File: src/rtl/ireorder_ma_gen.sv
// ----------------------------------------------------------------------------
// ireorder_ma_gen
//
// Address generator for the inverse re-order stage of the radix-16 FFT
// datapath. A start pulse launches a walk over 16^DIGITS sample indices. Each
// enabled cycle issues the radix-16 digit-reversed form of the current index.
// The reversed index is split into a memory address and a bank number. The
// result then passes through a 2-stage pipeline that matches the data-path
// latency.
//
// Ports
//   clk      in   clock, rising edge
//   rst      in   asynchronous, active-high reset
//   start_i  in   frame start pulse, sampled only in IDLE
//   en_i     in   advance enable, one address per enabled RUN cycle
//   MA_o     out  memory address  = rev[IW-1:4]
//   BN_o     out  bank number     = rev[3:0]
//   valid_o  out  MA_o/BN_o carry a valid address this cycle
//   last_o   out  final address of the frame (index N-1), only with valid_o
//   busy_o   out  high in RUN and DRAIN
//   done_o   out  one-cycle pulse once the frame has fully drained
// ----------------------------------------------------------------------------
module ireorder_ma_gen #(
  parameter int DIGITS   = 3,
  parameter int MA_WIDTH = 4*DIGITS-4   // must equal 4*DIGITS-4
) (
  input  logic                clk,
  input  logic                rst,
  input  logic                start_i,
  input  logic                en_i,
  output logic [MA_WIDTH-1:0] MA_o,
  output logic [3:0]          BN_o,
  output logic                valid_o,
  output logic                last_o,
  output logic                busy_o,
  output logic                done_o
);

  localparam int IW = 4*DIGITS;

  typedef enum logic [1:0] {
    S_IDLE  = 2'd0,
    S_RUN   = 2'd1,
    S_DRAIN = 2'd2
  } state_t;

  state_t              r_state, w_state_nxt;
  logic [IW-1:0]       r_cnt, w_cnt_nxt;
  logic [IW-1:0]       w_rev;
  logic                r_drain, w_drain_nxt;
  logic                w_issue, w_issue_last;

  logic [MA_WIDTH-1:0] r_s0_ma, r_s1_ma;
  logic [3:0]          r_s0_bn, r_s1_bn;
  logic                r_s0_valid, r_s1_valid;
  logic                r_s0_last, r_s1_last;

  // Digit reversal: the least-significant digit of cnt becomes the most
  // significant digit of rev, and so on down.
  always_comb begin
    w_rev = '0;
    for (int i = 0; i < DIGITS; i++) begin
      w_rev[IW-1-4*i -: 4] = r_cnt[4*i +: 4];
    end
  end

  // Next-state and issue logic.
  always_comb begin
    // NOTE: every output of this block gets a default first, so no path can
    // leave one unassigned and infer a latch.
    w_state_nxt  = r_state;
    w_cnt_nxt    = r_cnt;
    w_drain_nxt  = r_drain;
    w_issue      = 1'b0;
    w_issue_last = 1'b0;
    unique case (r_state)
      S_IDLE: begin
        if (start_i) begin
          w_state_nxt = S_RUN;
          w_cnt_nxt   = '0;
        end
      end
      S_RUN: begin
        if (en_i) begin
          w_issue = 1'b1;
          if (&r_cnt) begin
            // Final index: flag it, wrap the counter and start draining.
            w_issue_last = 1'b1;
            w_cnt_nxt    = '0;
            w_drain_nxt  = 1'b0;
            w_state_nxt  = S_DRAIN;
          end else begin
            w_cnt_nxt = r_cnt + IW'(1);
          end
        end
      end
      S_DRAIN: begin
        // Two drain cycles let the last address reach the output stage. That
        // arrival is the second drain cycle, which is also when done_o fires.
        w_drain_nxt = ~r_drain;
        if (r_drain) begin
          w_state_nxt = S_IDLE;
        end
      end
      default: begin
        w_state_nxt = S_IDLE;
        w_cnt_nxt   = '0;
        w_drain_nxt = 1'b0;
      end
    endcase
  end

  // NOTE: sequential state uses non-blocking assignments only, so every
  // register samples the pre-edge values regardless of statement order.
  always_ff @(posedge clk or posedge rst) begin
    if (rst) begin
      r_state <= S_IDLE;
      r_cnt   <= '0;
      r_drain <= 1'b0;
    end else begin
      r_state <= w_state_nxt;
      r_cnt   <= w_cnt_nxt;
      r_drain <= w_drain_nxt;
    end
  end

  // Output pipeline. It advances every cycle, and a cycle without an issue
  // enters as a bubble (valid=0). The address fields load unconditionally.
  // Consumers gate on valid_o.
  always_ff @(posedge clk or posedge rst) begin
    // NOTE: these are a handful of flops rather than a memory array. Resetting
    // them gives clean all-zero outputs after rst at negligible cost.
    if (rst) begin
      r_s0_ma    <= '0;
      r_s0_bn    <= '0;
      r_s0_valid <= 1'b0;
      r_s0_last  <= 1'b0;
      r_s1_ma    <= '0;
      r_s1_bn    <= '0;
      r_s1_valid <= 1'b0;
      r_s1_last  <= 1'b0;
    end else begin
      r_s0_ma    <= w_rev[IW-1:4];
      r_s0_bn    <= w_rev[3:0];
      r_s0_valid <= w_issue;
      r_s0_last  <= w_issue_last;
      r_s1_ma    <= r_s0_ma;
      r_s1_bn    <= r_s0_bn;
      r_s1_valid <= r_s0_valid;
      r_s1_last  <= r_s0_last;
    end
  end

  assign MA_o    = r_s1_ma;
  assign BN_o    = r_s1_bn;
  assign valid_o = r_s1_valid;
  assign last_o  = r_s1_last;
  assign busy_o  = (r_state != S_IDLE);
  // Decoded from registered state only; no input reaches done_o.
  assign done_o  = (r_state == S_DRAIN) && r_drain;

endmodule

File: config.mk
export PLATFORM = sky130hd
export DESIGN_NAME = ireorder_ma_gen
export DESIGN_NICKNAME = d
export VERILOG_FILES = /design/src/rtl/ireorder_ma_gen.sv
export SDC_FILE = /design/constraint.sdc
export NUM_CORES = 1
export LEC_CHECK = 0
export ABC_AREA = 1
export CAP_MARGIN = 20
export CORE_MARGIN = 2
export CORE_UTILIZATION = 58
export DETAILED_ROUTE_END_ITERATION = 8
export GPL_ROUTABILITY_DRIVEN = 0
export PLACE_DENSITY = 0.87
export REMOVE_ABC_BUFFERS = 1
export SYNTH_ARGS = -nofsm -noshare
export SYNTH_HDL_FRONTEND = slang
export SYNTH_SLANG_ARGS = --single-unit
File: constraint.sdc
create_clock -name clk -period 3.7 [get_ports clk]
set_input_delay 0.555 -clock clk [delete_from_list [all_inputs] [get_ports clk]]
set_output_delay 0.555 -clock clk [all_outputs]
set_load 0.02 [all_outputs]
==> qor.csv <==
metric;value;unit
yosysWarnings;0;
io-pin-count;20;
end_kind;output pin;
postSynthAreaPerCell;9.84;µm²
drtIter0Drc;56;
clkLatencyLatePin;0.35;ns
wirelength;2700;µm
path_max_fanout;5;
multi_input_area;515;µm²
placed_area;0.00192;mm²
grt_max_degree;44;
path_cells;inv_2 -> nand2_1 -> nor2_1 -> clkdlybuf4s50_1;
grt_pass1_wl;4770;µm
crit_slowest_cell;clkdlybuf4s50_1;
design.core.area;0.00276;mm²
viasPerCell;5.11;
clock_skew;0.00736;ns
crit_type;reg2out;
rows;19;
clockBufferDepth;2;
ctsResizeCount;0;
fin_ws;1.45;ns
drive_gt1_frac;0.116;
regArea;0.00108;mm²
drc_errors;0;
antenna_found_initial;0;
groute.usage.overall;0.194;
cp_data_arrival_time;1.69;ns
tns;0;ns
worst_hold_path_type;reg2reg;
die_height;58.0;µm
utilization;0.715;
max_slew_margin;0.664;
worst_hold_slack;0.358;ns
start_util;0.614;
critical_path.max_stage_delay;0.61;ns
final_cell_mix;43 x dfrtp_1, 42 x nand2_1, 21 x inv_1;
cts.clk_slew.worst_paths;0.11;ns
synth-seq-area-share;0.636;
start_kind;flop;
cts.root.buffer_cell;clkbuf_4;
fin_nets;203;
maxCapViolCount;0;
clock-sinks;43;
io_buffers;19;
design_area;0.00197;mm²
wl_per_cell;11.7;µm
cts_max_level;2;
netlist-cell-type-count;23;
final_antenna_net_count;0;
final_max_slew_viol_count;0;
via_count;1176;
fmax;0.445;GHz
path_buf_inv;2;
pre_cts_slack;1.79;ns
cts_hold_buffers;0;
cts_buffers;5;
layout_commonest_cell;dfrtp_1;
area_delta_synth_final;16.4;%
powerDensity;550;mW/mm²
ir_worst_vdd;0.641;mV
grt-ovfl-total;0;
finalCriticalPeriod;2.25;ns
grt_pass1_vias;1141;
crit_family;buffers and inverters;
synth-seq-cells;43;
firstDrtPassIters;4;
rsz0062_at_grt;no;
finalHoldViolations;0;
setup_viol;0;
p_leak;0.996;nW
syn_inst;172;
period_share;0.608;
cts_tree;yes;
syn_area;0.00169;mm²
insertedDiodeCount;0;
fillers;200;
outcome;complete, no violations;
crit_required;3.14;ns
die_w;58.0;µm
worst_slew_pin_slew;0.504;ns
postCtsSetupBuffers;0;
dp_hpwl;1970;µm
die_area;0.00337;mm²
[flip-flops by register name (all words and copies together), names as in the netlist]
name        cells
last_o          1
r_cnt          12
r_state         2
BN_o            4
MA_o            8
r_s0_valid      1
r_s0_last       1
valid_o         1
r_drain         1
r_s0_ma         8
r_s0_bn         4
[through the flow]
stage,total power [mW],instances
after floorplan,0.789,171
final,1.08,230
after CTS,1.09,230
after global placement,0.864,222
after detailed placement,0.885,222
after global routing,1.17,230
[synth_stat cells (all sizes together)]
| cell type | n | area (µm²) |
|---|---|---|
| or2 | 1 | 6.26 |
| xor2 | 1 | 8.76 |
| a21oi | 2 | 10.0 |
| nand2 | 45 | 181 |
| nand3b | 1 | 7.51 |
| inv | 24 | 90.1 |
| dfrtp | 43 | 1080 |
| o21ai | 6 | 33.8 |
| ha | 1 | 12.5 |
| nor2 | 21 | 105 |
| buf | 1 | 11.3 |
| nand3 | 20 | 115 |
| nand4 | 4 | 25.0 |
| nor3 | 2 | 10.0 |
[report_power, final]
| part | switching [mW] | total, mW | internal, mW |
|---|---|---|---|
| Clock | 0.136 | 0.207 | 0.0707 |
| Combinational | 0.222 | 0.327 | 0.104 |
| Sequential | 0.0343 | 0.551 | 0.517 |
[cells by family (layout without fill, tap and decap cells)]
| kind of cell | after synthesis | count (layout) | share of synthesized area |
|---|---|---|---|
| AOI/OAI and AO/OA | 8 | 8 | 0.0259 |
| buffers and inverters | 25 | 52 | 0.0599 |
| and+or+nand+nor | 94 | 94 | 0.266 |
| adders and majority gates | 1 | 1 | 0.00739 |
| xor gates and xnor gates | 1 | 1 | 0.00517 |
| DFF | 43 | 43 | 0.636 |
[layer usage]
layer	global-route usage	share of wire
met1	0.246	0.45
met2	0.295	0.49
met3	0.0714	0.050
met4	0.0963	0.019
met5	0	0
[layout make-up]
cell class                 instances  area share
inverter                          24      0.0457
multi-input combinational        104       0.262
sequential                        43       0.546
tap                               31      0.0197
clock inverter                     3     0.00762
timing repair buffer              20       0.100
clock buffer                       5      0.0190
[final timing paths]
path / from / slack (ns) / depth (start not counted) / to
worst max-delay path: r_state[0] / 1.45 / 4 / done_o
worst min-delay path: r_s0_bn[0] / 0.36 / 0 / BN_o[0]
worst max register to register: r_cnt[1] / 2.08 / 8 / r_cnt[0]
worst min register to register: r_s0_bn[0] / 0.36 / 0 / BN_o[0]
max in group asynchronous: rst / 2.72 / 3 / BN_o[2]
min in group asynchronous: rst / 0.63 / 3 / r_s0_ma[7]
Power figures use the tool's default switching activity.
